## config.mk

```make
export PLATFORM = sky130hd
export DESIGN_NAME = ram_arbiter
export DESIGN_NICKNAME = d
export VERILOG_FILES = /design/src/rtl/ram_arbiter.sv
export SDC_FILE = /design/constraint.sdc
export NUM_CORES = 1
export LEC_CHECK = 0
export CORE_MARGIN = 2
export CORE_UTILIZATION = 36
export DETAILED_ROUTE_END_ITERATION = 10
export GPL_TIMING_DRIVEN = 0
export HOLD_SLACK_MARGIN = 0.15
export PLACE_DENSITY = 0.76
export SYNTH_ARGS = -nofsm -noshare
export SYNTH_HDL_FRONTEND = slang
export SYNTH_SLANG_ARGS = --single-unit
export TNS_END_PERCENT = 5
```

## constraint.sdc

```tcl
create_clock -name clk -period 2.1 [get_ports clk]
set_input_delay 0.315 -clock clk [delete_from_list [all_inputs] [get_ports clk]]
set_output_delay 0.315 -clock clk [all_outputs]
set_load 0.01 [all_outputs]
```

## src/rtl/ram_arbiter.sv

```systemverilog
// ram_arbiter: round-robin arbiter between core and loader, sequencing one RAM access per 3 cycles
module ram_arbiter #(
  parameter int DATA_WIDTH = 16,
  parameter int ADDR_WIDTH = 8
) (
  input  logic                  clk,
  input  logic                  reset,
  input  logic                  req0_valid,
  input  logic                  req0_we,
  input  logic [ADDR_WIDTH-1:0] req0_addr,
  input  logic [DATA_WIDTH-1:0] req0_wdata,
  output logic                  req0_ready,
  output logic                  req0_done,
  input  logic                  req1_valid,
  input  logic                  req1_we,
  input  logic [ADDR_WIDTH-1:0] req1_addr,
  input  logic [DATA_WIDTH-1:0] req1_wdata,
  output logic                  req1_ready,
  output logic                  req1_done,
  output logic [DATA_WIDTH-1:0] rdata,
  output logic [DATA_WIDTH-1:0] ram_opcode,
  output logic [DATA_WIDTH-1:0] ram_operand,
  output logic [DATA_WIDTH-1:0] ram_write_data,
  output logic                  ram_read_enable,
  output logic                  ram_write_enable,
  input  logic [DATA_WIDTH-1:0] ram_read_data,
  output logic                  busy
);
  typedef enum logic [1:0] {IDLE, ACCESS, DONE} state_t;
  state_t state, state_n;
  logic last_grant, win_id, pick, any_req, we_q;
  logic [ADDR_WIDTH-1:0] addr_q;
  logic [DATA_WIDTH-1:0] wdata_q;
  logic [7:0] a8;
  assign any_req = req0_valid | req1_valid;
  // on contention the requester that did not win last time goes first
  assign pick = (req0_valid & req1_valid) ? ~last_grant : req1_valid;
  assign a8 = 8'(addr_q);
  assign busy = state != IDLE;
  always_comb begin
    state_n = state;
    req0_ready = 1'b0;
    req1_ready = 1'b0;
    req0_done = 1'b0;
    req1_done = 1'b0;
    ram_opcode = '0;
    ram_operand = '0;
    ram_write_data = '0;
    ram_read_enable = 1'b0;
    ram_write_enable = 1'b0;
    unique case (state)
      IDLE: begin
        if (any_req && !reset) begin
          state_n = ACCESS;
          req0_ready = ~pick;
          req1_ready = pick;
        end
      end
      ACCESS: begin
        state_n = DONE;
        ram_opcode = we_q ? DATA_WIDTH'({8'h31, a8}) : DATA_WIDTH'(16'h4200);
        ram_operand = we_q ? '0 : DATA_WIDTH'(a8);
        ram_write_data = we_q ? wdata_q : '0;
        ram_write_enable = we_q;
        ram_read_enable = ~we_q;
      end
      DONE: begin
        state_n = IDLE;
        req0_done = ~win_id;
        req1_done = win_id;
      end
      default: state_n = IDLE;
    endcase
  end
  always_ff @(posedge clk) begin
    if (reset) begin
      state <= IDLE;
      last_grant <= 1'b1;
      rdata <= '0;
    end else begin
      state <= state_n;
      if (state == IDLE && any_req) begin
        last_grant <= pick;
        win_id <= pick;
        we_q <= pick ? req1_we : req0_we;
        addr_q <= pick ? req1_addr : req0_addr;
        wdata_q <= pick ? req1_wdata : req0_wdata;
      end
      if (state == ACCESS && !we_q) rdata <= ram_read_data;
    end
  end
endmodule

```

After elaboration in Yosys (flattened, before gate mapping)
Index checks and enable logic that the tools add are counted.

word-level totals
  bits in writable memories = 0
  output and inout bits = 71
  memories = 0
  memory bits (read-only) = 0
  register bits after elaboration = 45
  latch bits = 0
  word-level logic and storage cells = 45
  input port bits = 70

operators by class
  multipliers = 0
  multiplexer cells = 20
  shifts and indexed selects = 0
  magnitude comparators = 0
  equal/unequal tests = 3
  divide/modulo/power cells = 0
  reductions and logical operators = 8
  bitwise logic cells = 7
  $add $sub $neg = 0

operator list
  kind                                            count
  two-way mux 16 bit                              3
  two-way mux 15 bit                              2
  two-way mux 8 bit                               3
  two-way mux 1 bit                               10
  NOT 1 bit                                       5
  one-hot mux 2 bit (2 select lines)              1
  logical AND 1 bit                               3
  == test 2 x 1 -> 1 bit (second input constant)  1
  == test 2 bit (second input constant)           1
  logical NOT 1 bit                               2
  logical NOT 2 bit                               1
  two-way mux 2 bit                               1
  inequality test 2 bit (second input constant)   1
  AND reduction 2 bit                             1
  nonzero test 2 bit                              1
  AND 1 bit                                       1
  OR 1 bit                                        1

Depth between registers and ports, before layout
  depth after elaboration = 5
  depth in mapped cells = 4
  gate-level depth less buffers = 2

Worst setup path after synthesis
OpenSTA, ideal clock, no wires.

  kind = register to register
  from = reg state[1]
  to = reg addr_q[0] (netlist: a8[0]) (enable)
  setup time = 0.384 ns
  cell stages (with the launch flop) = 3
  setup slack = 0.370 ns
  arrival time = 1.346 ns
  clock period less this slack = 1.730 ns
  buffers on the path = 0
  data required time = 1.716 ns
  cell sequence = dfxtp_1 nor3_1 o21a_1

between the ends
  cells in the longest elaborated chain, start to end = 3

RTL lines
  item                           RTL line  source
  start, declared                30        state_t state, state_n;
  start signal, assigned         81        state <= state_n;
  logical NOT 2 bit              82        if (state == IDLE && any_req) begin
  logical AND 1 bit              82
  AND reduction 2 bit (no line)  --
  end signal, assigned           86        addr_q <= pick ? req1_addr : req0_addr;
  end, declared                  32        logic [ADDR_WIDTH-1:0] addr_q;

Every way passes these cells.
A chain may end at the register's enable or synchronous reset.

Final worst setup path
  from = reg we_q
  to = out ram_write_data[1]

between the ends
  cells in the longest elaborated chain, start to end = 2

RTL lines
  item                    RTL line  source
  start, declared         31        logic last_grant, win_id, pick, any_req, we_q;
  start signal, assigned  85        we_q <= pick ? req1_we : req0_we;
  two-way mux 16 bit      63        ram_write_data = we_q ? wdata_q : '0;
  two-way mux 16 bit      51        unique case (state)
  end, declared           23        output logic [DATA_WIDTH-1:0] ram_write_data,

Every way passes these cells.

==> impl_results.md <==
- Unique masters post-synth: 24
- Max clock buf depth: 2
- Via density: 4.47
- DRC: 8
- # Max-Cap Violations: 0
- Syn-to-layout area delta: 67.4%
- Worst r2r src: state[1]
- DRT iter0 DRCs: 50
- Register area share after synthesis: 0.483
- Synthesized flop and latch total: 45
- CP endpoint kind: output pin
- Net Sw Frac: 0.227
- Io pins: 141
- Layout cells sized above 1: 0.209
- Die ar.: 7350 sq um
- Post-Syn Area: 2400 sq um
- Clock network fraction of design power: 0.294
- CP Data Arrival Time: 1.71 ns
- Hpwl dp: 4460 microns
- Critical path class: reg -> out
- Fin util: 0.627
- Critical Path RT: 1.78 ns
- Combinational power share: 0.236
- FP Rows: 29
- RSZ-0062 raised after global routing: no
- Max H-tree Level: 2
- Fill cell total of the finished layout: 556
- Clock Tree Root: clkbuf_8
- Sink Count: 45
- Core area: 6420 sq um
- Final setup fails: 0
- Worst Skew: 0.00864 ns
- Routed Antenna Nets: 0
- Reg2reg end: wdata_q[6]
- Die X: 85.7 microns
- F_max: 494 MHz
- Pint: 1.69 mW
- Hold path cells: 2
- Critical Path Fanout Max: 10
- Clock transition at the registers of the reported paths: 0.09 ns
- Worst reg2reg setup slack: 0.52 ns
- Rel. slew slack: 0.578
- Hold Path Origin: req1_valid
- Post-route insts no fill: 421
- Hold Slack: 0.442 ns
- Seq pwr share: 0.470
- HP Class: in -> reg
- Clock tree from TritonCTS: built
- Setup TNS: 0 ns
- Pwr/cell area: 543 nW/um^2
- Clk Latency, worst-skew pair: 0.29 ns
- Fin. Hold Viols: 0
- # nets final: 413
- Avg Inst Size Synth: 12.4 sq um
- Max IR drop VDD: 0.341 mV
- Post-synthesis cell count: 194
- First-pass GRT wire length: 8940 microns
- Post-Route WL: 5770 microns
- Status: finished with violations
- Die H: 85.7 microns
- Failing checks: design-rule violations
- Sw Pwr: 495 uW
- Final Max Slew Viols: 0
- Input/output buffers: 129
- Detailed-route via count: 1881
- Final min period: 2.02 ns
- Drt wl/cell: 13.7 microns
- Largest net degree at the start of global routing: 27
- Grt ovf: 0
- Warnings, synthesis: 0
- GPL Wtd Cong: 0.743
- Initial Utilization: 0.374
- ANT cells: 0
- Gr usage total: 0.156
- Clock buffer count from CTS: 5
- Vias in the first global route: 1817
- Worst-Margin Slew: 0.633 ns
- Crit share post-route: 0.964
- Inst Count DP: 410
- Leakage: 1.92 nW
- Initial antenna violation count: 0
- Worst Hold Endpoint: state[0]
- Drt pass-1 iters: 10
- Worst r2r path cells: 2
- Startpoint types: flop
- Hold_buf cts: 0
timing repair:
action                                  4_1_cts  5_1_grt
buffers inserted                              2        1
resized for setup                            36       25
endpoints found under the setup margin       67       20
worst max-delay path, stage by stage, from the launching register on:
cell and delay [ns]:
edfxtp_1 0.43, buf_4 0.16, and3b_2 0.23, clkbuf_8 0.16
and2_1 0.15, dlygate4sd2_1 0.28
worst max-delay path by stage:
stage,from,endpoint,slack [ns],depth (start not counted)
after floorplan,state[1],a8[0],0.37,2
after global placement,reset,wdata_q[3],-0.47,3
after detailed placement,reset,wdata_q[15],-0.53,3
after CTS,state[0],ram_operand[7],-0.13,5
after global routing,we_q,ram_opcode[6],0.0005,5
final,we_q,ram_write_data[1],0.08,5
metrics by stage:
stage	power [mW]	setup WS (ns)	cell area [sq um]
2_1_floorplan	1.29	0.370	2440
5_1_grt	2.28	0.000487	4030
3_5_place_dp	1.57	-0.526	3830
6_report	2.18	0.0756	4030
3_3_place_gp	1.56	-0.470	3830
4_1_cts	2.20	-0.126	3970
cell usage in the layout, fill, tap and decap left out:
master / instances
a21boi_4: 1
and2_1: 33
and3_1: 1
and3b_1: 1
and3b_2: 1
buf_4: 24
buf_6: 3
buf_8: 3
clkbuf_1: 3
clkbuf_16: 1
clkbuf_4: 1
clkbuf_8: 7
clkdlybuf4s15_1: 3
clkdlybuf4s50_1: 87
conb_1: 11
dfxtp_1: 17
dfxtp_2: 1
dfxtp_4: 1
dlygate4sd2_1: 18
dlymetal6s2s_1: 16
edfxtp_1: 26
inv_1: 2
mux2_2: 7
mux2_4: 18
mux2i_1: 16
nand2b_1: 32
nor3_4: 1
nor3b_1: 3
nor3b_4: 1
o21a_1: 1
o21a_2: 1
o221ai_1: 1
or2_2: 1
or2b_1: 1
power groups by stage:
stage,Combinational (mW),Sequential [mW],Clock (mW)
detailed placement,0.523,1.04,0
global placement,0.516,1.04,0
CTS,0.524,1.02,0.656
finish,0.516,1.03,0.642
floorplan,0.246,1.04,0
global route,0.553,1.03,0.691
state kept, by name, indices dropped and copies added, names as in the netlist:
| signal | count |
|---|---|
| a8 | 8 |
| wdata_q | 16 |
| last_grant | 1 |
| rdata | 16 |
| state | 2 |
| we_q | 1 |
| win_id | 1 |
synth_stat cells (all sizes together):
cell,number,area [sq um]
inv,2,7.51
dfxtp,19,380
edfxtp,26,781
nor3b,4,35.0
a21boi,1,18.8
and3,1,6.26
o21a,2,15.0
mux2i,16,160
clkbuf,4,15.0
mux2,25,349
or2b,1,7.51
nand2b,32,200
and3b,2,17.5
buf,22,181
or2,1,6.26
o221ai,1,8.76
conb,1,3.75
and2,33,206
nor3,1,5.00
routing by layer:
metal  wire, microns  track usage  part of all wire  vias up
met1            2180        0.174              0.38      881
met5               0            0                 0        -
met2            3040        0.283              0.53       74
met4              59       0.0433             0.010        0
met3             490       0.0520             0.085        4
li1                -            -                 -      922
kinds of logic (layout without fill, tap and decap cells):
| logic type | Yosys count | after routing | synth area share |
|---|---|---|---|
| AO/OA/AOI/OAI | 4 | 4 | 0.0177 |
| buffers and inverters | 28 | 168 | 0.0848 |
| other | 1 | 11 | 0.00156 |
| flip-flops | 45 | 45 | 0.483 |
| multiplexers | 41 | 41 | 0.212 |
| AND/OR/NAND/NOR | 75 | 75 | 0.201 |
cell type report:
cell class,count,area [sq um],area share
clock buffers,8,115,0.0286
repair buffers,132,1320,0.328
multi-input cells,131,1100,0.273
well taps,77,96.3,0.0239
inverters,2,7.51,0.00187
plain buffers,26,224,0.0556
flip-flops and latches,45,1170,0.290
No activity file was read; power rests on OpenSTA's default activity.
